==> src/rtl/lmc_sequencer_pkg.sv <==
// Shared types and instruction-field constants for the LMC sequencer.
package lmc_sequencer_pkg;

  // Debug encoding of the sequencer state is exported on the state port.
  typedef enum logic [2:0] {
    S_IDLE  = 3'd0,
    S_LOAD  = 3'd1,
    S_FETCH = 3'd2,
    S_EXEC  = 3'd3,
    S_WB    = 3'd4,
    S_HALT  = 3'd5
  } state_e;

  // Instruction word bit positions.
  localparam int IR_RAM2_WE = 11;
  localparam int IR_ACC_WE  = 10;
  localparam int IR_OUT_WE  = 9;
  localparam int IR_MUX_HI  = 8;
  localparam int IR_MUX_LO  = 7;
  localparam int IR_JMP     = 6;
  localparam int IR_JZ      = 5;
  localparam int IR_JP      = 4;
  localparam int IR_TGT_HI  = 3;
  localparam int IR_TGT_LO  = 0;
  localparam int IR_RA_HI   = 2;
  localparam int IR_RA_LO   = 0;

  // Accumulator source select codes.
  localparam logic [1:0] MUX_DATA_IN = 2'b00;
  localparam logic [1:0] MUX_SUM     = 2'b01;
  localparam logic [1:0] MUX_SUB     = 2'b10;
  localparam logic [1:0] MUX_RAM2    = 2'b11;

  // Datapath controls decoded from one instruction.
  typedef struct packed {
    logic       ram2_we;
    logic       acc_we;
    logic       out_we;
    logic [1:0] mux_sel;
    logic [2:0] ram2_addr;
  } exec_ctrl_t;

endpackage

==> src/rtl/lmc_branch_unit.sv <==
// Next-PC selection: taken jump loads the target field, otherwise pc+1.
module lmc_branch_unit
  import lmc_sequencer_pkg::*;
#(
  parameter int ADDR_WIDTH = 4
) (
  input  logic [IR_JMP:0]      ir,
  input  logic                 z_flag,
  input  logic                 pz_flag,
  input  logic [ADDR_WIDTH-1:0] pc,
  output logic [ADDR_WIDTH-1:0] next_pc
);

  logic take;

  assign take    = ir[IR_JMP] | (ir[IR_JZ] & z_flag) | (ir[IR_JP] & pz_flag);
  assign next_pc = take ? ADDR_WIDTH'(ir[IR_TGT_HI:IR_TGT_LO]) : pc + ADDR_WIDTH'(1);

endmodule

==> src/rtl/lmc_sequencer.sv <==
// LMC control sequencer: program load, fetch/exec/writeback, halt, single step.
module lmc_sequencer
  import lmc_sequencer_pkg::*;
#(
  parameter int ADDR_WIDTH = 4,
  parameter int DATA_WIDTH = 12
) (
  input  logic                  timer555,
  input  logic                  reset_count,
  input  logic                  run,
  input  logic                  step_req,
  output logic                  step_ack,
  input  logic                  load_mode,
  input  logic                  load_valid,
  output logic                  load_ready,
  input  logic [DATA_WIDTH-1:0] load_data,
  output logic [DATA_WIDTH-1:0] prog_wdata,
  output logic                  prog_we,
  input  logic [DATA_WIDTH-1:0] instr,
  input  logic                  z_flag,
  input  logic                  pz_flag,
  output logic [ADDR_WIDTH-1:0] pc,
  output logic                  acc_we,
  output logic                  ram2_we,
  output logic                  out_we,
  output logic [1:0]            mux_sel,
  output logic [2:0]            ram2_addr,
  output logic                  halted,
  output logic [2:0]            state
);

  state_e                state_q;
  logic [DATA_WIDTH-1:0] ir;
  logic                  step_armed;
  logic                  step_active;
  logic                  ir_halt;
  logic [ADDR_WIDTH-1:0] next_pc;
  exec_ctrl_t            fetch_ctrl;

  // Controls are decoded from the incoming word so they are valid on EXEC entry.
  assign fetch_ctrl = '{
    ram2_we:   instr[IR_RAM2_WE],
    acc_we:    instr[IR_ACC_WE],
    out_we:    instr[IR_OUT_WE],
    mux_sel:   instr[IR_MUX_HI:IR_MUX_LO],
    ram2_addr: instr[IR_RA_HI:IR_RA_LO]
  };

  assign ir_halt    = (ir[IR_RAM2_WE:IR_JP] == '0);
  assign prog_we    = (state_q == S_LOAD) && load_valid;
  assign prog_wdata = load_data;
  assign load_ready = (state_q == S_LOAD);
  assign halted     = (state_q == S_HALT);
  assign state      = state_q;

  lmc_branch_unit #(.ADDR_WIDTH(ADDR_WIDTH)) u_branch (
    .ir      (ir[IR_JMP:0]),
    .z_flag  (z_flag),
    .pz_flag (pz_flag),
    .pc      (pc),
    .next_pc (next_pc)
  );

  // Sequencer FSM with registered strobes, pc and step handshake.
  always_ff @(posedge timer555 or negedge reset_count) begin
    if (!reset_count) begin
      state_q     <= S_IDLE;
      pc          <= '0;
      ir          <= '0;
      step_armed  <= 1'b1;
      step_active <= 1'b0;
      step_ack    <= 1'b0;
      acc_we      <= 1'b0;
      ram2_we     <= 1'b0;
      out_we      <= 1'b0;
      mux_sel     <= MUX_DATA_IN;
      ram2_addr   <= '0;
    end else begin
      // Strobes are one-cycle pulses; only the FETCH->EXEC edge sets them.
      acc_we  <= 1'b0;
      ram2_we <= 1'b0;
      out_we  <= 1'b0;
      // Dropping step_req both releases the ack and re-arms the next step.
      if (!step_req) begin
        step_armed <= 1'b1;
        step_ack   <= 1'b0;
      end
      case (state_q)
        S_IDLE: begin
          if (load_mode) begin
            state_q <= S_LOAD;
            pc      <= '0;
          end else if (run) begin
            state_q <= S_FETCH;
          end else if (step_req && step_armed) begin
            state_q     <= S_FETCH;
            step_armed  <= 1'b0;
            step_active <= 1'b1;
          end
        end
        S_LOAD: begin
          if (!load_mode) begin
            state_q <= S_IDLE;
            pc      <= '0;
          end else if (load_valid) begin
            pc <= pc + ADDR_WIDTH'(1);
          end
        end
        S_FETCH: begin
          ir        <= instr;
          acc_we    <= fetch_ctrl.acc_we;
          ram2_we   <= fetch_ctrl.ram2_we;
          out_we    <= fetch_ctrl.out_we;
          mux_sel   <= fetch_ctrl.mux_sel;
          ram2_addr <= fetch_ctrl.ram2_addr;
          state_q   <= S_EXEC;
        end
        S_EXEC: begin
          if (ir_halt) begin
            state_q     <= S_HALT;
            step_active <= 1'b0;
          end else begin
            state_q <= S_WB;
            if (step_active && step_req) step_ack <= 1'b1;
          end
        end
        S_WB: begin
          pc          <= next_pc;
          step_active <= 1'b0;
          state_q     <= run ? S_FETCH : S_IDLE;
        end
        S_HALT: begin
          if (load_mode) begin
            state_q <= S_LOAD;
            pc      <= '0;
          end
        end
        default: state_q <= S_IDLE;
      endcase
    end
  end

endmodule

==> config.mk <==
export PLATFORM = sky130hd
export DESIGN_NAME = lmc_sequencer
export DESIGN_NICKNAME = d
export VERILOG_FILES = /design/src/rtl/lmc_sequencer_pkg.sv /design/src/rtl/lmc_branch_unit.sv /design/src/rtl/lmc_sequencer.sv
export SDC_FILE = /design/constraint.sdc
export NUM_CORES = 1
export LEC_CHECK = 0
export CORE_MARGIN = 2
export CORE_UTILIZATION = 41
export DETAILED_ROUTE_END_ITERATION = 8
export PLACE_DENSITY_LB_ADDON = 0.2
export SYNTH_ARGS = -nofsm -noshare
export SYNTH_HDL_FRONTEND = slang
export SYNTH_SLANG_ARGS = --single-unit
==> constraint.sdc <==
create_clock -name timer555 -period 1.8 [get_ports timer555]
set_input_delay 0.27 -clock timer555 [delete_from_list [all_inputs] [get_ports timer555]]
set_output_delay 0.27 -clock timer555 [all_outputs]
set_load 0.05 [all_outputs]
After elaboration in Yosys (flattened, before gate mapping)
Index checks and enable logic that the tools add are counted.

storage, ports and cells
  bits in latches = 0
  bits in registers = 30
  bits in read-only memories = 0
  logic and storage cells = 71
  RAM bits = 0
  memories kept = 0
  bits of input ports = 32

cells by class
  bitwise gates (word level) = 4
  multipliers = 0
  $lt $le $gt $ge = 0
  multiplexer cells = 30
  divide/modulo/power cells = 0
  equality and inequality tests = 14
  reductions and logical operators = 11
  shifts and indexed selects = 0
  add/sub/neg operators = 1

operators with widths
  kind                                                             count
  3-bit case mux with 6 select lines                               1
  1-bit 2-to-1 mux                                                 17
  4-bit 2-to-1 mux                                                 4
  3-bit 2-to-1 mux                                                 5
  2-bit != test, second input constant                             6
  4-bit case mux with 3 select lines                               1
  8-bit zero test                                                  1
  3-bit by 2-bit == test with 1-bit output, second input constant  2
  3-bit == test, second input constant                             2
  3-bit AND reduction                                              2
  3-bit nonzero test                                               2
  5-bit AND reduction                                              1
  4-bit by 1-bit adder with 4-bit output, second input constant    1
  4-bit != test, second input constant                             1
  3-bit by 1-bit == test with 1-bit output, second input constant  1
  1-bit logical AND                                                3
  3-bit zero test                                                  1
  3-bit != test, second input constant                             1
  1-bit case mux with 3 select lines                               1
  1-bit bitwise AND                                                2
  2-bit 2-to-1 mux                                                 1
  2-bit by 1-bit != test with 1-bit output, second input constant  1
  1-bit bitwise OR                                                 2
  2-bit OR reduction                                               1

Logic depth before layout (Yosys ltp)
Gate-level depths: netlist (run 1).

  word-level depth = 5
  depth in mapped cells = 6

Hierarchy
From an unflattened synthesis (run 1), not the netlist that was laid out.

unflattened totals
  cell total of the unflattened synthesis = 129
  area, all modules = 1,385.1 um^2

by module, submodules not included
  module           cells an instance  area an instance (um^2)  sequential area each (um^2)  instances
  lmc_sequencer    117                1,277.5                  626.9                        1
  lmc_branch_unit  12                 107.6                    0.0                          1

Worst setup path before layout (run 1)
Ideal clock, no wire load.

  kind = reg-to-reg
  start = register state_q[1] (netlist: state[1])
  end = register ir[10]
  cell stages (with the launch flop) = 5
  clock period less this slack = 1.879 ns
  path buffers = 1
  setup slack = -0.079 ns
  arrival time = 1.755 ns
  library setup time = 0.125 ns
  data required time = 1.675 ns
  cell sequence = dfrtp_1 -> inv_1 -> nor3_2 -> buf_2 -> mux2_2

on the way
  longest elaborated chain between the ends = 1

ends and longest elaborated chain
  element                                   line                  source
  start, declared                           lmc_sequencer.sv:32   state_e state_q;
  start signal, assigned                    lmc_sequencer.sv:130  state_q <= run ? S_FETCH : S_IDLE;
  3-bit by 2-bit == test with 1-bit output  lmc_sequencer.sv:88   case (state_q)
  end signal, assigned                      lmc_sequencer.sv:110  ir <= instr;
  end, declared                             lmc_sequencer.sv:33   logic [DATA_WIDTH-1:0] ir;

Every way passes these cells.
A chain may end at the register's enable or synchronous reset.

Final worst setup path (run 1)
  start = register ram2_we
  end = output port ram2_we

RTL lines
  element                 line                  source
  start, declared         lmc_sequencer.sv:24   output logic ram2_we,
  start signal, assigned  lmc_sequencer.sv:112  ram2_we <= fetch_ctrl.ram2_we;

No word-level cell between the ends.

==> impl_results.md, run 1 <==
* # nets final at ~190
* Fmax at 0.574 GHz
* HPWL after DPL at 2080 um
* Gp weighted congestion at roughly 0.80
* Diodes inserted at 0
* Main combinational cell family by area after synthesis: simple AND/OR/NAND/NOR gates
* CP Launch Type: flop
* Crit Path Max Fanout at 1
* Fill cells at 300
* Via/cell ratio at 4.99
* Critical-path top delay cell: clkdlybuf4s50_1
* Critical-path cell list: clkdlybuf4s50_1
* Post-synthesis simple-gate area fraction at 0.152
* Total power at 2980 uW
* Setup bufs post-CTS at 0
* Clk_skew at 0.00216 ns
* Tcrit/Tclk final at 0.968
* Gr usage total at 0.154
* Ratio of cells with drive above 1 in the final layout at 0.311
* Drt wl/cell at between 10 and 15 um
* Setup Crit Path Kind: reg -> out
* Die Y at 61.8 um
* Hold Path Class: in -> async
* Crit path largest cell delay at 0.80 ns
* Number of enable-type register cells in the synthesized netlist at 0
* Initial Utilization at 0.441
* Max VDD drop at 871 uV
* Most frequent cells in the layout: clkdlybuf4s50_1, dfrtp_1, buf_4
* Multiplexer area fraction after synthesis at 0.0988
* IO buf count at 38
* Row cnt at 20
* Leak at 0.000740 uW
* Final Non-Filler Cells at 195
* Ports at 63
* Max_cap viols at 0
* CTS tree: done
* Drc violations at 0
* CTS resizes at 4
* Area Growth Syn to Fin at 25.3%
* Worst Tran Pin Value at between 0.4 and 0.5 ns
* Global route overflow at 0
* Final instance area at between 1500 and 2000 sq um
* Post-Place Worst Slack at -0.0354 ns
* Most used flip-flop cell after synthesis: dfrtp_1
* Vias in the first global route at 950
* Average cell area after synthesis at ~11 sq um
* Synth unique cells at 38
* Post-Synth Adder-Cell Area at 0.00915
* Placed cell area at 1680 sq um
* Final ANT Viol Nets at 0
* First-pass GRT wire length at 4290 um
* Num Clock Sinks at 25
* Unrepaired setup endpoints after global routing: no
* Crit path DAT at roughly 1.5 ns
* CTS Hold Buffers Added at 0
* Syn_nets at 158
* WP buf/inv at 1
* Setup crit start: ram2_we
* Final setup margin at 0.0579 ns
* R2R Path Start: state[2]
* Cell area after synthesis at 1370 sq um
* Clock Tree Root: clkbuf_4
* Chip width at 61.8 um
* Critical path endpoint category: primary output
* Initial DRC Count at 57
* PwrDens at 1740 nW/um^2
* Post-Synth XOR/XNOR Area at 0
* Fin crit period at 1.74 ns
* H-tree depth at 1
* Most common cell after layout, fill and taps aside: clkdlybuf4s50_1
* Die area at 3810 sq um
* Largest net degree at the start of global routing at 18
* Worst path top cell family by delay: buffers and inverters
* Number of setup violations in the final report at 0
* Status: completed
* Yosys warns at 0
* Final hold violation count at 0
* TritonRoute pass-1 iters at 4
* Worst EP required at 1.53 ns
* Final Max Slew Viols at 0
* Post-synth ARST share at 1.00
* Core area at 3100 sq um
* Clk_lat worst skew at 0.31 ns
* Yosys reg bits at 25
* Compound-gate portion of the synthesized area at 0.151
* Max clock buf depth at 2
* Mapped Cells at about 130
* Post-synthesis sequential area ratio at 0.458
* TritonCTS buffer count at 3
* Total Wirelength at approximately 2700 um
* Rel. slew slack at 0.666
* Worst-path clk slew at 0.13 ns
* Dpl cells at 191
* Vias at 974
* Initial antenna violation count at 0
-- layer usage --
metal  global-route usage  wire, um  vias up
met5                    0         0        -
met4               0.0912        49        0
met3               0.0269       209        7
met2                0.244      1260       37
met1                0.198      1150      458
li1                     -         -      472
-- area by class of cell --
type                    instances  area, sq um  share of cell area
clock buffers                   4         26.3              0.0153
inverters                       5         18.8              0.0109
multi-input cells              75          567               0.331
flip-flops and latches         25          631               0.368
well taps                      44         55.1              0.0321
repair buffers                 42          417               0.243
-- where the power goes --
group,switching (uW),internal (uW),leakage (uW)
registers,243,793,0.000309
clock network,162,86.7,0.0000150
logic,1000,695,0.000416
-- cell usage after synthesis, drive strengths merged (2+ instances only) --
master / number / area, sq um
buf: 18 / 133
nor4: 3 / 18.8
and2: 4 / 25.0
a32oi: 2 / 36.3
nor2b: 2 / 12.5
dfrtp: 24 / 601
mux2: 12 / 135
nor3: 4 / 25.0
and3: 2 / 12.5
clkbuf: 2 / 27.5
nand2: 8 / 30.0
o21ai: 10 / 68.8
and2b: 2 / 17.5
a21oi: 7 / 35.0
inv: 5 / 18.8
nor2: 4 / 15.0
-- per-stage QoR --
step           hold WS [ns]  TNS [ns]  utilization
2_1_floorplan       -0.0256         0            -
3_3_place_gp          0.499   -0.0241        0.542
3_5_place_dp          0.501   -0.0704        0.542
4_1_cts               0.230         0        0.550
5_1_grt               0.247         0        0.552
6_report              0.227         0        0.552
-- cells by family after synthesis --
family	count (synthesis)
AOI/OAI and AO/OA	27
adders and majority gates	1
and+or+nand+nor	35
DFF	25
muxes	12
buffers and inverters	25
-- state kept, by name, indices dropped and copies added, names as in the netlist --
register and cells:
out_we 1, ram2_we 1, mux_sel 1, step_armed 1
pc 4, state 3, ir 9, acc_we 1
step_active 1, step_ack 1, ram2_addr 2
-- path summary, 6_finish.rpt --
check,to,slack [ns],cells past startpoint
max in group asynchronous,pc[0],1.00,2
setup / recovery,ram2_we,0.06,1
hold reg to reg,ir[11],0.53,1
hold / removal,out_we,0.23,1
min in group timer555,ram2_we,0.52,2
setup reg to reg,pc[3],0.24,5
No activity file was read; power rests on OpenSTA's default activity.
==> run 2: changes to the inputs <==
GPL_ROUTABILITY_DRIVEN = 1   (was not set)
==> results of run 2 <==
No change in the layout: final DEF, timing and power equal those of run 1.
